<file path="src/rtl/systolic_ctrl_if.sv">
// systolic_ctrl_if: job, operand-feed, array and result signals of the systolic sequencer.
// master = controller side, slave = array/buffer/consumer side.
interface systolic_ctrl_if #(
  parameter int unsigned WIDTH      = 16,
  parameter int unsigned MAX_LENGTH = 64,
  parameter int unsigned NUM_UNITS  = 64
);
  localparam int unsigned LW = $clog2(MAX_LENGTH);
  localparam int unsigned RW = $clog2(NUM_UNITS + 1);
  localparam int unsigned IW = $clog2(NUM_UNITS);

  logic                       job_valid;
  logic                       job_ready;
  logic [RW-1:0]              job_rows;
  logic [LW-1:0]              job_length;
  logic                       elem_valid;
  logic [LW-1:0]              elem_idx;
  logic                       arr_start;
  logic [NUM_UNITS-1:0]       arr_active_units;
  logic [LW-1:0]              arr_length;
  logic [NUM_UNITS-1:0]       arr_done;
  logic [NUM_UNITS*WIDTH-1:0] arr_result;
  logic                       res_valid;
  logic                       res_ready;
  logic [WIDTH-1:0]           res_data;
  logic [IW-1:0]              res_index;
  logic                       res_last;
  logic                       busy;
  logic                       err;

  modport master (
    input  job_valid, job_rows, job_length, arr_done, arr_result, res_ready,
    output job_ready, elem_valid, elem_idx, arr_start, arr_active_units, arr_length,
           res_valid, res_data, res_index, res_last, busy, err
  );

  modport slave (
    output job_valid, job_rows, job_length, arr_done, arr_result, res_ready,
    input  job_ready, elem_valid, elem_idx, arr_start, arr_active_units, arr_length,
           res_valid, res_data, res_index, res_last, busy, err
  );
endinterface

</file>
<file path="src/rtl/systolic_ctrl.sv">
// systolic_ctrl: one-job-at-a-time sequencer for the dot-unit systolic array.
// Define SYSCTRL_WDOG_EN to add the WAIT watchdog and sticky err flag.
module systolic_ctrl #(
  parameter int unsigned WIDTH       = 16,
  parameter int unsigned MAX_LENGTH  = 64,
  parameter int unsigned NUM_UNITS   = 64,
  parameter int unsigned WDOG_CYCLES = 1024
) (
  input logic             clk,
  input logic             reset,
  systolic_ctrl_if.master bus
);
  localparam int unsigned LW = $clog2(MAX_LENGTH);
  localparam int unsigned RW = $clog2(NUM_UNITS + 1);
  localparam int unsigned IW = $clog2(NUM_UNITS);

  typedef enum logic [2:0] {StIdle, StStart, StFeed, StWait, StDrain} state_e;

  state_e                     state_q, state_d;
  logic [RW-1:0]              rows_q, rows_d, rows_clamp;
  logic [LW-1:0]              len_q, len_d;
  logic [LW-1:0]              elem_q, elem_d;
  logic [IW-1:0]              res_q, res_d;
  logic [NUM_UNITS-1:0]       mask_q, mask_d;
  logic [NUM_UNITS*WIDTH-1:0] snap_q, snap_d;
  logic                       active, draining, all_done, last_res;
`ifdef SYSCTRL_WDOG_EN
  localparam int unsigned DW = $clog2(WDOG_CYCLES + 1);
  logic [DW-1:0]              wdog_q, wdog_d;
  logic                       err_q, err_d;
`endif

  assign rows_clamp = (bus.job_rows > RW'(NUM_UNITS)) ? RW'(NUM_UNITS) : bus.job_rows;
  // Done bits of inactive units are masked off.
  assign all_done   = (bus.arr_done & mask_q) == mask_q;
  assign last_res   = RW'(res_q) == (rows_q - RW'(1));
  assign active     = state_q != StIdle;
  assign draining   = state_q == StDrain;

  always_ff @(posedge clk or posedge reset) begin
    if (reset) begin
      state_q <= StIdle;
      rows_q  <= '0;
      len_q   <= '0;
      elem_q  <= '0;
      res_q   <= '0;
      mask_q  <= '0;
      snap_q  <= '0;
`ifdef SYSCTRL_WDOG_EN
      wdog_q  <= '0;
      err_q   <= 1'b0;
`endif
    end else begin
      state_q <= state_d;
      rows_q  <= rows_d;
      len_q   <= len_d;
      elem_q  <= elem_d;
      res_q   <= res_d;
      mask_q  <= mask_d;
      snap_q  <= snap_d;
`ifdef SYSCTRL_WDOG_EN
      wdog_q  <= wdog_d;
      err_q   <= err_d;
`endif
    end
  end

  always_comb begin
    state_d        = state_q;
    rows_d         = rows_q;
    len_d          = len_q;
    elem_d         = elem_q;
    res_d          = res_q;
    mask_d         = mask_q;
    snap_d         = snap_q;
`ifdef SYSCTRL_WDOG_EN
    wdog_d         = wdog_q;
    err_d          = err_q;
`endif
    bus.job_ready  = 1'b0;
    bus.arr_start  = 1'b0;
    bus.elem_valid = 1'b0;
    bus.res_valid  = 1'b0;

    unique case (state_q)
      StIdle: begin
        bus.job_ready = 1'b1;
        if (bus.job_valid) begin
          rows_d = rows_clamp;
          len_d  = bus.job_length;
          elem_d = '0;
          res_d  = '0;
          for (int i = 0; i < int'(NUM_UNITS); i++) begin
            mask_d[i] = i < int'(rows_clamp);
          end
`ifdef SYSCTRL_WDOG_EN
          err_d = 1'b0;
`endif
          // Empty jobs are consumed without touching the array.
          if (rows_clamp != '0 && bus.job_length != '0) begin
            state_d = StStart;
          end
        end
      end
      StStart: begin
        bus.arr_start = 1'b1;
        state_d       = StFeed;
      end
      StFeed: begin
        bus.elem_valid = 1'b1;
        if (elem_q == (len_q - LW'(1))) begin
          state_d = StWait;
`ifdef SYSCTRL_WDOG_EN
          wdog_d  = '0;
`endif
        end else begin
          elem_d = elem_q + LW'(1);
        end
      end
      StWait: begin
        if (all_done) begin
          snap_d  = bus.arr_result;
          res_d   = '0;
          state_d = StDrain;
`ifdef SYSCTRL_WDOG_EN
        end else if (wdog_q == DW'(WDOG_CYCLES - 1)) begin
          err_d   = 1'b1;
          state_d = StIdle;
        end else begin
          wdog_d = wdog_q + DW'(1);
`endif
        end
      end
      StDrain: begin
        bus.res_valid = 1'b1;
        if (bus.res_ready) begin
          if (last_res) begin
            state_d = StIdle;
          end else begin
            res_d = res_q + IW'(1);
          end
        end
      end
      default: state_d = StIdle;
    endcase
  end

  assign bus.busy             = active;
  assign bus.arr_active_units = active ? mask_q : '0;
  assign bus.arr_length       = active ? len_q : '0;
  assign bus.elem_idx         = (state_q == StFeed) ? elem_q : '0;
  assign bus.res_index        = draining ? res_q : '0;
  assign bus.res_data         = draining ? snap_q[int'(res_q) * WIDTH +: WIDTH] : '0;
  assign bus.res_last         = draining && last_res;
`ifdef SYSCTRL_WDOG_EN
  assign bus.err              = err_q;
`else
  assign bus.err              = 1'b0;
`endif
endmodule

</file>
<file path="src/flat_wrapper.sv">
// flat-port wrapper written by rule: the top's interface ports become plain ports
module systolic_ctrl_flat 
#(
  parameter int unsigned WIDTH       = 16,
  parameter int unsigned MAX_LENGTH  = 64,
  parameter int unsigned NUM_UNITS   = 64,
  parameter int unsigned WDOG_CYCLES = 1024
)
  (clk, reset, bus_job_valid, bus_job_rows, bus_job_length, bus_arr_done, bus_arr_result, bus_res_ready, bus_job_ready, bus_elem_valid, bus_elem_idx, bus_arr_start, bus_arr_active_units, bus_arr_length, bus_res_valid, bus_res_data, bus_res_index, bus_res_last, bus_busy, bus_err);
  systolic_ctrl_if #(.WIDTH(WIDTH), .MAX_LENGTH(MAX_LENGTH), .NUM_UNITS(NUM_UNITS)) bus_i ();
  input logic clk;
  input logic reset;
  input wire logic [$bits(bus_i.job_valid)-1:0] bus_job_valid;
  input wire logic [$bits(bus_i.job_rows)-1:0] bus_job_rows;
  input wire logic [$bits(bus_i.job_length)-1:0] bus_job_length;
  input wire logic [$bits(bus_i.arr_done)-1:0] bus_arr_done;
  input wire logic [$bits(bus_i.arr_result)-1:0] bus_arr_result;
  input wire logic [$bits(bus_i.res_ready)-1:0] bus_res_ready;
  output wire logic [$bits(bus_i.job_ready)-1:0] bus_job_ready;
  output wire logic [$bits(bus_i.elem_valid)-1:0] bus_elem_valid;
  output wire logic [$bits(bus_i.elem_idx)-1:0] bus_elem_idx;
  output wire logic [$bits(bus_i.arr_start)-1:0] bus_arr_start;
  output wire logic [$bits(bus_i.arr_active_units)-1:0] bus_arr_active_units;
  output wire logic [$bits(bus_i.arr_length)-1:0] bus_arr_length;
  output wire logic [$bits(bus_i.res_valid)-1:0] bus_res_valid;
  output wire logic [$bits(bus_i.res_data)-1:0] bus_res_data;
  output wire logic [$bits(bus_i.res_index)-1:0] bus_res_index;
  output wire logic [$bits(bus_i.res_last)-1:0] bus_res_last;
  output wire logic [$bits(bus_i.busy)-1:0] bus_busy;
  output wire logic [$bits(bus_i.err)-1:0] bus_err;
  assign bus_i.job_valid = bus_job_valid;
  assign bus_i.job_rows = bus_job_rows;
  assign bus_i.job_length = bus_job_length;
  assign bus_i.arr_done = bus_arr_done;
  assign bus_i.arr_result = bus_arr_result;
  assign bus_i.res_ready = bus_res_ready;
  assign bus_job_ready = bus_i.job_ready;
  assign bus_elem_valid = bus_i.elem_valid;
  assign bus_elem_idx = bus_i.elem_idx;
  assign bus_arr_start = bus_i.arr_start;
  assign bus_arr_active_units = bus_i.arr_active_units;
  assign bus_arr_length = bus_i.arr_length;
  assign bus_res_valid = bus_i.res_valid;
  assign bus_res_data = bus_i.res_data;
  assign bus_res_index = bus_i.res_index;
  assign bus_res_last = bus_i.res_last;
  assign bus_busy = bus_i.busy;
  assign bus_err = bus_i.err;
  systolic_ctrl #(.WIDTH(WIDTH), .MAX_LENGTH(MAX_LENGTH), .NUM_UNITS(NUM_UNITS), .WDOG_CYCLES(WDOG_CYCLES)) u_core (.clk(clk), .reset(reset), .bus(bus_i));
endmodule
</file>
<file path="config.mk">
export PLATFORM = sky130hd
export DESIGN_NAME = systolic_ctrl_flat
export DESIGN_NICKNAME = d
export VERILOG_FILES = /design/src/rtl/systolic_ctrl_if.sv /design/src/rtl/systolic_ctrl.sv /design/src/flat_wrapper.sv
export SDC_FILE = /design/constraint.sdc
export NUM_CORES = 2
export LEC_CHECK = 0
export CAP_MARGIN = 40
export CORE_AREA = 2 2 471 473
export DETAILED_ROUTE_END_ITERATION = 16
export DIE_AREA = 0 0 473 475
export GPL_TIMING_DRIVEN = 0
export PLACE_DENSITY = 0.51
export SLEW_MARGIN = 20
export SYNTH_ARGS = -nofsm -noshare
export SYNTH_HDL_FRONTEND = slang
export SYNTH_SLANG_ARGS = --single-unit
</file>
<file path="constraint.sdc">
create_clock -name clk -period 45.1 [get_ports clk]
set_clock_uncertainty 0.1 [all_clocks]
set_input_delay 9.02 -clock clk [delete_from_list [all_inputs] [get_ports clk]]
set_output_delay 9.02 -clock clk [all_outputs]
set_load 0.1 [all_outputs]
</file>
==> results by group <==
Clock tree
  – Cts hold-fix bufs: 0
  – H-tree depth: 4
  – CTS Sinks: about 1,100
  – Clock tree root buffer cell: clkbuf_16
  – Post-CTS Resized: 0
  – Worst skew pair latency: 0.76 ns
  – Maximum clock path buffer count: 3
  – CTS tree: done
  – Setup Buffers After CTS: 0
  – CTS buffer count: ~140
  – Reg clk slew, reported paths: 0.06 ns

Global routing
  – GRT Util Overall: 0.234
  – Number of global-route vias before repair: roughly 39,000
  – Largest net degree at the start of global routing: 101
  – Remaining Overflow, GRT: 0
  – First-pass GRT wire length: about 350 mm
  – Initial antenna violation count: 142

Logic synthesis
  – Syn Nets: between 4,000 and 5,000
  – Post-synthesis sequential area ratio: 0.541
  – Top post-synthesis cells by area: dfrtp_1 (54%), mux2_2 (15%), mux4_2 (14%)
  – Dominant cell type by area after synthesis: dfrtp_1
  – Post-Synth XOR/XNOR Area: 0.00322
  – Gate Count Post-Synth: ~3,300
  – Mapped Avg Cell Area: approximately 16 sq um
  – Flops & latches, synth: approximately 1,100
  – Post-Synth Adder-Cell Area: 0.000970
  – Synth unique cells: 59
  – Mux cell area share after synthesis: 0.370
  – Post-synth EDFFs: 0
  – Synth Cell Area: approximately 52,000 sq um
  – Complex-gate fraction of the synthesized area: 0.0203
  – Top cell type's share of synthesized area: 0.541
  – Post-synthesis simple-gate area fraction: 0.0312
  – Ys flop type: dfrtp_1
  – Main combinational cell family by area after synthesis: multiplexers
  – Synth Warn #: 0
  – Fraction of registers with async set/reset: 1.00

Power and ir drop
  – PwrDens: around 44 nW/um^2
  – Maximum VDD drop: between 30 and 40 uV
  – Static Leak: about 0.033 uW

Timing
  – Minimum clock period: ~15 ns
  – Period utilization: 0.338
  – Final Hold Fails: 0
  – Achievable Freq: about 0.066 GHz
  – Setup TNS: 0 ns
  – RSZ-0062 raised after global routing: no
  – Slew Viols, Final: 0
  – Final setup fails: 0
  – Rel. slew slack: 0.274
  – Worst-Margin Slew: approximately 1.1 ns

Routing
  – Router iterations before antenna repair: 5
  – Via count: around 37,000
  – Drt via density: between 4 and 5
  – 1st-iter DRT viols: between 2,000 and 2,500
  – Routed wire length per instance: around 34 microns
  – Residual DRC count: 0
  – Post-Route WL: roughly 270 mm
  – Antenna-violating nets left: 0

Critical path
  – WS Path Type: reg2out
  – CP arrival: 6.12 ns
  – Worst-path fanout max: 11
  – Worst path required time: about 36 ns
  – Crit path launch type: flip-flop
  – CP endpoint kind: output pin

Floorplanning
  – Std cell rows: ~170
  – Starting Density: 0.236
  – Die X: around 470 microns
  – Die Height: around 480 microns
  – Die area: between 200,000 and 250,000 sq um
  – IO Count: around 1,200
  – Core area: 219,000 sq um

Cells and area
  – Final #Nets: a little under 6,000
  – Layout Cells excl Fill: 7,780
  – Share of cells above drive strength 1: 0.316
  – Synthesis-to-layout area growth: 43.8%

Worst hold path
  – HP Class: reg2reg

Status
  – Status: complete, no violations

Place
  – Final HPWL DP: ~220 mm
  – IO Port Bufs: between 1,000 and 1,500
  – Inst Count DP: around 7,500
  – Routability cong.: 0.893

Job
  – Max-Cap Viols: 0
==> final cells by class <==
class / count / area (sq um)
Fill cell: 21450 / 145000
Sequential cell: 1115 / 27900
Multi-Input combinational cell: 1876 / 22000
Timing Repair Buffer: 1341 / 14400
Clock buffer: 203 / 4000
Tap cell: 2871 / 3590
Buffer: 233 / 1650
Clock inverter: 45 / 412
Antenna cell: 60 / 150
Inverter: 36 / 143
==> report_power, final <==
group          leakage (uW)  total [uW]  switching, uW  internal [uW]
clock               0.00218        1100            464            639
combinational        0.0158        1050            631            417
sequential           0.0154        1090           49.9           1040
total                0.0334        3240           1140           2100
==> cell usage in the layout (no fill, tap or decap), types with 7 or more instances in the layout <==
master	n
a21o_1	8
a21oi_1	25
a22o_1	7
a31oi_1	7
and2_1	7
and3_1	7
buf_1	11
buf_12	9
buf_16	42
buf_2	57
buf_4	73
buf_6	23
buf_8	92
clkbuf_1	95
clkbuf_16	141
clkbuf_2	23
clkbuf_8	24
clkdlybuf4s50_1	1186
clkinv_2	25
dfrtp_1	1115
diode_2	60
inv_1	32
inv_6	7
mux2_1	360
mux2_2	665
mux2i_1	34
mux4_2	320
nand2_1	85
nand2b_1	23
nand3_1	15
nand4_1	8
nor2_1	55
nor2b_1	90
nor3_1	8
o21ai_0	52
o22ai_1	17
xnor2_1	15
==> stage by stage <==
step                area (sq um)  worst slack, ns  power [uW]  hold slack, ns   util
global route               74100            29.76        3360           0.388  0.338
finish                     74200            29.86        3240           0.376  0.339
detailed placement         69600            30.55        2170           0.369  0.318
floorplan                  51600             4.58        1650           0.345      -
global placement           67300           -11.72        2000           0.362  0.307
CTS                        74000            29.68        3280           0.381  0.338
==> worst max-delay path: stages (launching register included) <==
cell and delay (ns):
dfrtp_1 0.35, clkbuf_2 0.48, clkbuf_2 0.59, buf_2 0.67, mux4_2 0.71, mux4_2 0.60
mux2i_1 0.80, o22ai_1 0.18, clkdlybuf4s50_1 0.63, buf_16 0.25
==> logic make-up (layout without fill, tap and decap cells) <==
family / after synthesis / in the layout
compound gates: 158 / 158
xor+xnor: 19 / 19
fa+ha+maj: 4 / 4
buf+inv: 269 / 1858
flops: 1115 / 1115
mux: 1379 / 1379
other cells: 1 / 61
simple gates: 315 / 315
==> layer usage <==
metal  global-route usage  vias to the layer above  share of wire
li1                     -                    15241              -
met3               0.0874                      430          0.088
met4               0.0834                      112          0.038
met5                    0                        -         0.0026
met1                0.264                    19323           0.38
met2                0.401                     1427           0.50
==> registers in the layout (all words and copies together), names as in the netlist <==
signal,cells
u_core.len_q,6
u_core.state_q,3
u_core.mask_q,64
u_core.elem_q,6
u_core.snap_q,1024
u_core.res_q,6
u_core.rows_q,6
==> synth_stat cells, types with 5 or more instances <==
master and number:
a2111oi_2 5, a21o_1 8, a21oi_1 25, a22o_1 7, a31oi_1 7, and2_1 7
and3_1 7, buf_1 17, buf_2 27, buf_4 68, buf_6 7, buf_8 31
clkbuf_1 80, dfrtp_1 1115, inv_1 33, mux2_1 360, mux2_2 665, mux2i_1 34
mux4_2 320, nand2_1 85, nand2b_1 23, nand3_1 15, nand4_1 8, nor2_1 55
nor2b_1 90, nor3_1 8, o2111a_1 6, o21ai_0 52, o22ai_1 17, xnor2_1 15
==> final timing paths <==
kind / cells after the start / endpoint / start / slack, ns
worst min-delay path: 1 / u_core.snap_q[119] / u_core.snap_q[119] / 0.38
min in group asynchronous: 2 / u_core.snap_q[16] / reset / 8.63
worst min register to register: 1 / u_core.snap_q[119] / u_core.snap_q[119] / 0.38
worst max-delay path: 9 / bus_res_data[11] / u_core.res_q[0] / 29.86
worst max register to register: 9 / u_core.snap_q[513] / u_core.mask_q[11] / 40.76
max in group asynchronous: 8 / u_core.snap_q[1012] / reset / 33.07
Note: power is estimated with default switching activity, not from simulation.
